==> src/rtl/lsu_pkg.sv <==
// Shared types and constants for the load/store unit: FSM states, access
// sizes and the byte-lane patterns that encode them on mem_byte_enable.
package lsu_pkg;

  typedef enum logic [1:0] {
    ST_IDLE = 2'd0,
    ST_BUS  = 2'd1,
    ST_DONE = 2'd2
  } lsu_state_e;

  typedef enum logic [1:0] {
    SZ_BYTE = 2'd0,
    SZ_HALF = 2'd1,
    SZ_WORD = 2'd2,
    SZ_BAD  = 2'd3
  } lsu_size_e;

  localparam logic [3:0] BE_BYTE = 4'b0001;
  localparam logic [3:0] BE_HALF = 4'b0011;
  localparam logic [3:0] BE_WORD = 4'b1111;

  function automatic lsu_size_e decode_size(input logic [3:0] be);
    case (be)
      BE_BYTE: return SZ_BYTE;
      BE_HALF: return SZ_HALF;
      BE_WORD: return SZ_WORD;
      default: return SZ_BAD;
    endcase
  endfunction

  function automatic logic is_misaligned(input lsu_size_e sz, input logic [1:0] off);
    case (sz)
      SZ_HALF: return off[0];
      SZ_WORD: return off != 2'b00;
      default: return 1'b0;
    endcase
  endfunction

endpackage

==> src/rtl/lsu_align.sv <==
// Combinational lane steering: places store data/byte enables on the word bus
// and extracts plus sign/zero-extends the addressed bytes of a read word.
module lsu_align
  import lsu_pkg::*;
#(
  parameter int DATA_WIDTH      = 32,
  parameter int BYTE_DATA_WIDTH = 4,
  localparam int OFF_W          = $clog2(BYTE_DATA_WIDTH)
) (
  input  lsu_size_e                  st_size,
  input  logic [OFF_W-1:0]           st_offset,
  input  logic [DATA_WIDTH-1:0]      store_data,
  output logic [BYTE_DATA_WIDTH-1:0] st_be,
  output logic [DATA_WIDTH-1:0]      st_wdata,
  input  lsu_size_e                  ld_size,
  input  logic [OFF_W-1:0]           ld_offset,
  input  logic                       ld_unsigned,
  input  logic [DATA_WIDTH-1:0]      rdata,
  output logic [DATA_WIDTH-1:0]      ld_data
);

  logic [BYTE_DATA_WIDTH-1:0] be_base;
  logic [DATA_WIDTH-1:0]      shifted;

  always_comb begin
    // NOTE: every output of a combinational block gets a default first so no
    // path through the case statement can leave a latch behind.
    be_base = '0;
    case (st_size)
      SZ_BYTE: be_base = BYTE_DATA_WIDTH'(BE_BYTE);
      SZ_HALF: be_base = BYTE_DATA_WIDTH'(BE_HALF);
      SZ_WORD: be_base = BYTE_DATA_WIDTH'(BE_WORD);
      default: be_base = '0;
    endcase
    st_be    = be_base << st_offset;
    st_wdata = store_data << {st_offset, 3'b000};
  end

  always_comb begin
    shifted = rdata >> {ld_offset, 3'b000};
    ld_data = shifted;
    case (ld_size)
      SZ_BYTE: ld_data = {{(DATA_WIDTH-8){~ld_unsigned & shifted[7]}}, shifted[7:0]};
      SZ_HALF: ld_data = {{(DATA_WIDTH-16){~ld_unsigned & shifted[15]}}, shifted[15:0]};
      default: ld_data = shifted;
    endcase
  end

endmodule

==> src/rtl/lsu.sv <==
// Load/store unit: captures one decode request, runs a single word-bus
// transaction with a timeout, and returns extended load data (four-phase).
module lsu
  import lsu_pkg::*;
#(
  parameter int DATA_WIDTH      = 32,
  parameter int BYTE_DATA_WIDTH = 4,
  parameter int TIMEOUT         = 255
) (
  input  logic                       clk,
  input  logic                       rst,
  input  logic                       mem_req,
  input  logic                       mem_we,
  input  logic [BYTE_DATA_WIDTH-1:0] mem_byte_enable,
  input  logic                       load_unsigned,
  input  logic [DATA_WIDTH-1:0]      addr,
  input  logic [DATA_WIDTH-1:0]      store_data,
  output logic                       mem_valid,
  output logic                       mem_err,
  output logic [DATA_WIDTH-1:0]      load_data,
  output logic                       bus_req,
  output logic                       bus_we,
  output logic [DATA_WIDTH-1:0]      bus_addr,
  output logic [BYTE_DATA_WIDTH-1:0] bus_be,
  output logic [DATA_WIDTH-1:0]      bus_wdata,
  input  logic [DATA_WIDTH-1:0]      bus_rdata,
  input  logic                       bus_ack
);

  localparam int OFF_W = $clog2(BYTE_DATA_WIDTH);
  localparam int CNT_W = $clog2(TIMEOUT + 1);
  localparam logic [CNT_W-1:0] CNT_LAST = CNT_W'(TIMEOUT - 1);

  lsu_state_e                 state_q, state_d;
  logic [CNT_W-1:0]           cnt_q, cnt_d;
  lsu_size_e                  size_q, size_d;
  logic [OFF_W-1:0]           off_q, off_d;
  logic                       unsigned_q, unsigned_d;
  logic                       we_q, we_d;
  logic                       err_q, err_d;
  logic [DATA_WIDTH-1:0]      bus_addr_q, bus_addr_d;
  logic [BYTE_DATA_WIDTH-1:0] bus_be_q, bus_be_d;
  logic [DATA_WIDTH-1:0]      bus_wdata_q, bus_wdata_d;
  logic [DATA_WIDTH-1:0]      load_data_q, load_data_d;

  lsu_size_e                  req_size;
  logic [OFF_W-1:0]           req_off;
  logic                       req_bad;
  logic [BYTE_DATA_WIDTH-1:0] req_be;
  logic [DATA_WIDTH-1:0]      req_wdata;
  logic [DATA_WIDTH-1:0]      ld_ext;

  assign req_size = decode_size(mem_byte_enable);
  assign req_off  = addr[OFF_W-1:0];
  assign req_bad  = (req_size == SZ_BAD) || is_misaligned(req_size, req_off);

  lsu_align #(
    .DATA_WIDTH      (DATA_WIDTH),
    .BYTE_DATA_WIDTH (BYTE_DATA_WIDTH)
  ) u_align (
    .st_size     (req_size),
    .st_offset   (req_off),
    .store_data  (store_data),
    .st_be       (req_be),
    .st_wdata    (req_wdata),
    .ld_size     (size_q),
    .ld_offset   (off_q),
    .ld_unsigned (unsigned_q),
    .rdata       (bus_rdata),
    .ld_data     (ld_ext)
  );

  always_comb begin
    state_d     = state_q;
    cnt_d       = cnt_q;
    size_d      = size_q;
    off_d       = off_q;
    unsigned_d  = unsigned_q;
    we_d        = we_q;
    err_d       = err_q;
    bus_addr_d  = bus_addr_q;
    bus_be_d    = bus_be_q;
    bus_wdata_d = bus_wdata_q;
    load_data_d = load_data_q;

    case (state_q)
      ST_IDLE: begin
        if (mem_req) begin
          size_d      = req_size;
          off_d       = req_off;
          unsigned_d  = load_unsigned;
          we_d        = mem_we;
          bus_addr_d  = {addr[DATA_WIDTH-1:OFF_W], {OFF_W{1'b0}}};
          bus_be_d    = req_be;
          bus_wdata_d = req_wdata;
          cnt_d       = '0;
          err_d       = req_bad;
          state_d     = req_bad ? ST_DONE : ST_BUS;
        end
      end
      ST_BUS: begin
        // An ack in the final allowed cycle still counts as success.
        if (bus_ack) begin
          state_d = ST_DONE;
          err_d   = 1'b0;
          if (!we_q) load_data_d = ld_ext;
        end else if (cnt_q == CNT_LAST) begin
          state_d = ST_DONE;
          err_d   = 1'b1;
        end else begin
          cnt_d = cnt_q + CNT_W'(1);
        end
      end
      ST_DONE: begin
        if (!mem_req) begin
          state_d = ST_IDLE;
          err_d   = 1'b0;
        end
      end
      default: state_d = ST_IDLE;
    endcase
  end

  // NOTE: sequential state uses non-blocking assignments only, so every flop
  // samples the pre-edge value of every other flop regardless of block order.
  always_ff @(posedge clk or negedge rst) begin
    if (!rst) begin
      state_q     <= ST_IDLE;
      cnt_q       <= '0;
      size_q      <= SZ_BYTE;
      off_q       <= '0;
      unsigned_q  <= 1'b0;
      we_q        <= 1'b0;
      err_q       <= 1'b0;
      bus_addr_q  <= '0;
      bus_be_q    <= '0;
      bus_wdata_q <= '0;
      load_data_q <= '0;
    end else begin
      state_q     <= state_d;
      cnt_q       <= cnt_d;
      size_q      <= size_d;
      off_q       <= off_d;
      unsigned_q  <= unsigned_d;
      we_q        <= we_d;
      err_q       <= err_d;
      bus_addr_q  <= bus_addr_d;
      bus_be_q    <= bus_be_d;
      bus_wdata_q <= bus_wdata_d;
      load_data_q <= load_data_d;
    end
  end

  // Handshake outputs decode from state so reset drops them without a clock.
  assign bus_req   = (state_q == ST_BUS);
  assign bus_we    = bus_req & we_q;
  assign mem_valid = (state_q == ST_DONE);
  assign mem_err   = err_q;
  assign bus_addr  = bus_addr_q;
  assign bus_be    = bus_be_q;
  assign bus_wdata = bus_wdata_q;
  assign load_data = load_data_q;

endmodule
==> config.mk <==
export PLATFORM = sky130hd
export DESIGN_NAME = lsu
export DESIGN_NICKNAME = d
export VERILOG_FILES = /design/src/rtl/lsu_pkg.sv /design/src/rtl/lsu_align.sv /design/src/rtl/lsu.sv
export SDC_FILE = /design/constraint.sdc
export NUM_CORES = 1
export LEC_CHECK = 0
export CORE_UTILIZATION = 45
export CTS_CLUSTER_DIAMETER = 40
export CTS_CLUSTER_SIZE = 40
export DETAILED_ROUTE_END_ITERATION = 7
export PLACE_DENSITY_LB_ADDON = 0.25
export SYNTH_ARGS = -nofsm -noshare
export SYNTH_HDL_FRONTEND = slang
export SYNTH_SLANG_ARGS = --single-unit
export TNS_END_PERCENT = 10
==> constraint.sdc <==
create_clock -name clk -period 2.7 [get_ports clk]
set_input_delay 0.27 -clock clk [delete_from_list [all_inputs] [get_ports clk]]
set_output_delay 0.27 -clock clk [all_outputs]
set_load 0.005 [all_outputs]
==> results.toml, run 1 <==
[run_status]
status = "finished, final reports clean"

[clocking]
htree_num_levels = 4
clk_path_buf_depth = 2
cts_resized = 0
cts-root-buf = "clkbuf_16"
insertion_delay_ns = 0.42
clkTransAtPathRegs_ns = 0.05
cts_buffers = 17
cts_sinks = 115
cts_tree = "built"

[synthesis]
netlist.area_leader.share_pct = 50.61
synth.most_common_cell = "nand2_1"
ys_ff_latch = 115
synth_area_per_cell_um2 = 9.671
synth_top_flop_cell = "dfrtp_1"
ys_seq_area_share_pct = 50.61
synthArstFlopShare_pct = 100.0
synth_area_leaders = "dfrtp_1, nand2_1, mux2i_1"
synth_common_cells = "nand2_1, dfrtp_1, nor2_1, a21oi_1, mux2i_1"
yosys.area.top_type = "dfrtp_1"
syn_inst = 588
synth_edf_count = 0
syn_area_um2 = 5687
ys_types = 45
synth_warnings = 0

[cells_and_area]
final_nets = 908
regArea_um2 = 2878
syn_to_final_growth_pct = 49.97
drive_above_1_share_pct = 9.565
multi_input_area_um2 = 2633
num-fill-cells = 905
stdcell_area_um2 = 8528
diodes = 0

[pwr]
seqPwrFrac_pct = 33.2
p_total_uw = 8757
pwr-share-clk_pct = 25.4
p_sw_uw = 2799
combinationalPowerShare_pct = 41.5
p_leak_uw = 0.003773
power.density_nw_per_um2 = 1027
p_int_uw = 5957
p_sw_share_pct = 31.97
vdd_drop_max_v = 0.0006992

[worst_setup_path]
timing.rr.start = "state_q[1]$_DFFE_PN0P_"
criticalPathCategory = "reg -> out"
worstPathMaxFanout = 12
cp.arrival_ns = 2.04
cp-start-kind = "flop"
reg2reg_to = "load_data[17]$_DFFE_PN0P_"
cp-end-kind = "output pin"
rr_worst_depth = 8
required_ns = 2.43
r2r_slack_ns = 0.50

[die]
io_pins = 210
die_area_um2 = 13090
die_y_um = 114.4
rows = 40
core_area_um2 = 12160
start_util_pct = 46.76
die_x_um = 114.4

[routing]
drc = 0
drtPass1Iterations = 5
vias = 5169
wire_per_inst_um = 16.94
vias_per_cell = 5.312
dr.first_iter.drc_count = 321
wirelength_mm = 16.48
antenna_left = 0

[sta]
setup-violations-final = 0
fin_crit_ns = 2.310
worstMarginPinSlew_ns = 0.8377
fmax_mhz = 433.0
drv_slew = 0
fin_skew_ns = 0.005039
post-route-period-util_pct = 85.54
finalSetupTns_ns = 0
slew-limit-headroom_pct = 43.95
grt_setup_unrepaired = "no"
finalHoldViolCount = 0

[global_routing]
grt_start_max_net_pins = 39
globalRouteTotalUtil_pct = 26.73
grt_antenna_before_repair = 0
grt_overflow = 0
grt_pass1_wl_mm = 26.73
grt_pass1_vias = 5259

[place]
place_hpwl_mm = 11.85
placed_area_um2 = 7929
portBuffers = 207
place.gp.congestion = 0.8685

[min_path]
hold_path_class = "in -> async"

[job]
maxCapViolCount = 0
-- cell usage in the layout, fill, tap and decap left out, types with 2 or more instances in the layout --
| cell type | count |
|---|---|
| bufinv_16 | 2 |
| or2_2 | 2 |
| clkinv_2 | 6 |
| nand2_1 | 128 |
| nor2b_1 | 21 |
| mux2i_1 | 34 |
| a311o_1 | 2 |
| dfrtp_1 | 115 |
| o31ai_1 | 3 |
| clkdlybuf4s50_1 | 205 |
| o22a_1 | 16 |
| and3_1 | 2 |
| o211ai_1 | 3 |
| nand3_1 | 5 |
| buf_4 | 15 |
| a22o_1 | 10 |
| clkbuf_16 | 17 |
| mux2_2 | 19 |
| nand2b_1 | 6 |
| or3_1 | 3 |
| a21oi_1 | 39 |
| clkbuf_8 | 4 |
| and2_1 | 16 |
| o21ai_0 | 28 |
| clkinvlp_4 | 2 |
| conb_1 | 2 |
| a211oi_1 | 15 |
| or4_1 | 3 |
| nor2_1 | 40 |
| ha_1 | 10 |
| mux4_2 | 2 |
| a31oi_1 | 2 |
| nand4_1 | 2 |
| inv_1 | 5 |
-- power by group through the flow --
| stage | combinational [µW] | clock (µW) | sequential, µW |
|---|---|---|---|
| after floorplan | 1610 | 0 | 2880 |
| after global placement | 3530 | 0 | 2870 |
| after detailed placement | 3620 | 0 | 2910 |
| after CTS | 3660 | 2250 | 2900 |
| after global routing | 3970 | 2320 | 2990 |
| final | 3630 | 2220 | 2900 |
-- sequential cells by signal, indices dropped and copies added, names as in the netlist --
| name | count |
|---|---|
| bus_be | 4 |
| state_q | 2 |
| mem_err | 1 |
| unsigned_q | 1 |
| off_q | 2 |
| bus_wdata | 32 |
| size_q | 2 |
| bus_addr | 30 |
| load_data | 32 |
| cnt_q | 8 |
| we_q | 1 |
-- metrics by stage --
stage          worst slack (ns)  hold WS (ns)  utilization, %  std cells
5_1_grt                  0.2796        0.3874           70.12        973
3_3_place_gp             0.3289        0.2476           65.20        940
4_1_cts                  0.3807        0.3594           70.12        973
3_5_place_dp             0.2100        0.2585           65.20        940
2_1_floorplan            0.7580      -0.02559               -        589
6_report                 0.3904        0.3456           70.12        973
-- layer usage --
| layer | up-vias | global-route usage [%] | routed length [µm] |
|---|---|---|---|
| met1 | 2486 | 32.99 | 6704 |
| li1 | 2442 | - | - |
| met3 | 29 | 9.794 | 1434 |
| met4 | 0 | 11.08 | 329 |
| met2 | 212 | 42.42 | 8012 |
| met5 | - | 0 | 0 |
-- critical path, stage by stage (launching register included) --
cell	delay, ns
dfrtp_1	0.41
inv_1	0.10
ha_1	0.39
and2_1	0.21
clkdlybuf4s50_1	0.50
-- logic make-up after synthesis --
family | Yosys count | share of synthesized area (%)
adder cells (fa/ha/maj) | 10 | 2.200
buffers and inverters | 44 | 3.278
other | 1 | 0.06594
flip-flops | 115 | 50.61
multiplexers | 56 | 10.80
AND/OR/NAND/NOR | 235 | 18.50
AO/OA/AOI/OAI | 127 | 14.54
-- timing repair --
item	4_1_cts	5_1_grt
hold buffers	1	0
buffers inserted	0	0
setup endpoints to repair	0	0
hold endpoints to repair	31	0
-- layout make-up --
cell class	instances	area share [%]
tap	168	2.465
timing repair buffer	223	25.79
clock inverter	10	1.232
clock buffer	22	5.678
sequential	115	33.74
multi-input combinational	430	30.87
inverter	5	0.2201
-- worst max path at each step --
stage / from / endpoint / slack (ns)
global placement: mem_byte_enable[3] / mem_err$_DFFE_PN0P_ / 0.33
CTS: state_q[1]$_DFFE_PN0P_ / bus_we / 0.38
detailed placement: mem_byte_enable[3] / mem_err$_DFFE_PN0P_ / 0.21
floorplan: state_q[1]$_DFFE_PN0P_ / load_data[2]$_DFFE_PN0P_ / 0.76
finish: state_q[1]$_DFFE_PN0P_ / bus_we / 0.39
global route: state_q[1]$_DFFE_PN0P_ / bus_we / 0.28
Note: power is estimated with default switching activity, not from simulation.
==> run 2: changes to the inputs <==
Settings changed: CORE_UTILIZATION 45 to 40.
Clock period 2.7 ns to 2.16 ns, I/O delays scaled along.
==> results.toml, run 2 (synthesis results as in run 1) <==
[run_status]
status = "finished, final reports clean"

[worst_setup_path]
cp-start-kind = "flop"
required_ns = 2.50
cp-end-kind = "flop"
criticalPathCategory = "reg -> reg"
cp.arrival_ns = 2.29
worstPathMaxFanout = 5

[place]
portBuffers = 207
numPlacedInstances = 965
place.gp.congestion = 0.8897
place_hpwl_mm = 12.12

[sta]
fin_skew_ns = 0.008104
worstMarginPinSlew_ns = 0.7212
fin_crit_ns = 1.949
grt_setup_unrepaired = "no"
setup-violations-final = 0
fmax_mhz = 513.0
drv_slew = 0
post-route-period-util_pct = 90.24
finalHoldViolCount = 0
slew-limit-headroom_pct = 51.82

[job]
maxCapViolCount = 0

[global_routing]
grt_pass1_vias = 5427
grt_pass1_wl_mm = 26.49
grt_start_max_net_pins = 52
grt_antenna_before_repair = 0
grt_overflow = 0
globalRouteTotalUtil_pct = 23.65

[cells_and_area]
syn_to_final_growth_pct = 52.89
final_common_cell = "clkdlybuf4s50_1"
final_cell_mix = "clkdlybuf4s50_1, nand2_1, dfrtp_1"
layout.cells.non_filler = 998
final_nets = 921
drive_above_1_share_pct = 11.37
diodes = 0

[routing]
antenna_left = 0
vias_per_cell = 5.202
drtPass1Iterations = 5
dr.first_iter.drc_count = 222
drc = 0
wire_per_inst_um = 16.65
vias = 5192
wirelength_mm = 16.62

[die]
die_y_um = 121.2
start_util_pct = 40.97
rows = 43
die_area_um2 = 14700
die_x_um = 121.2
io_pins = 210
core_area_um2 = 13880

[pwr]
vdd_drop_max_v = 0.0007776
seqPwrFrac_pct = 33.0
p_int_uw = 7555
p_leak_uw = 0.003859
p_sw_uw = 3524
combinationalPowerShare_pct = 41.3
p_total_uw = 11080
power.density_nw_per_um2 = 1274
pwr-share-clk_pct = 25.7
p_sw_share_pct = 31.81

[clocking]
cts_buffers = 17
clkTransAtPathRegs_ns = 0.06
cts_tree = "built"
clk_path_buf_depth = 2
htree_num_levels = 4
cts_sinks = 115
cts-root-buf = "clkbuf_16"
insertion_delay_ns = 0.42

[min_path]
hold_path_class = "in -> reg"
-- run 2: cell count changes in the layout (fill, tap and decap cells not counted), moves of 2 or more --
cell	change
buf_4	+11
clkbuf_8	-3
buf_12	+2
clkinv_4	+2
clkinvlp_4	+2
-- run 2: worst paths after layout --
path / start / end / depth (start not counted) / slack (ns)
max reg2reg: cnt_q[0]$_DFFE_PN0P_ / cnt_q[7]$_DFFE_PN0P_ / 6 / 0.21
min: addr[0] / off_q[0]$_DFFE_PN0P_ / 3 / 0.11
min in group asynchronous: rst / load_data[1]$_DFFE_PN0P_ / 2 / 0.34
max: cnt_q[0]$_DFFE_PN0P_ / cnt_q[7]$_DFFE_PN0P_ / 6 / 0.21
min reg2reg: bus_addr[4]$_DFFE_PN0P_ / bus_addr[4]$_DFFE_PN0P_ / 2 / 0.47
max in group asynchronous: rst / bus_addr[5]$_DFFE_PN0P_ / 3 / 1.07
-- run 2: repair_timing --
item,in CTS,in global routing
hold buffers,1,0
setup endpoints to repair,1,2
gates resized for setup,2,3
endpoints found under the hold margin,39,0
pin swaps,0,0
buffers inserted,0,0
-- run 2: power by group through the flow --
stage          sequential (µW)  combinational (µW)  clock [µW]
2_1_floorplan             3600                2010           0
4_1_cts                   3660                4630        2890
3_5_place_dp              3660                4590           0
5_1_grt                   3780                5030        2990
6_report                  3650                4580        2850
3_3_place_gp              3610                4500           0
-- run 2: cell type report --
cell class | count | area (µm²)
well taps | 180 | 225.2
repair buffers | 236 | 2325
clock inverters | 14 | 162.7
flip-flops and latches | 115 | 2878
clock buffers | 18 | 439.2
multi-input cells | 430 | 2646
fillers | 1152 | 5186
inverters | 5 | 18.77
-- run 2: worst max-delay path: stages (launching register included) --
cell and delay [ns]:
dfrtp_1 0.40, inv_1 0.08, ha_1 0.21, and3_1 0.17
a311o_1 0.40, or4_1 0.48, a21oi_1 0.15
-- run 2: metrics by stage --
step / setup TNS [ns] / hold slack [ns] / area, µm² / utilization (%) / worst slack (ns)
6_report: 0 / 0.1089 / 8695 / 62.64 / 0.2107
5_1_grt: 0 / 0.1363 / 8695 / 62.64 / 0.08222
4_1_cts: 0 / 0.1018 / 8691 / 62.61 / 0.004030
3_5_place_dp: -0.3801 / 0.2543 / 8066 / 58.11 / -0.1902
3_3_place_gp: -0.1505 / 0.2445 / 8066 / 58.11 / -0.07733
2_1_floorplan: 0 / -0.07959 / 5690 / - / 0.2180
-- run 2: routing by layer --
layer  GRT usage (%)  vias to the layer above  wire (µm)
li1                -                     2463          -
met1           27.02                     2483       6558
met2           39.64                      219       8154
met3           8.553                       27       1548
met4           10.34                        0        356
met5               0                        -          0
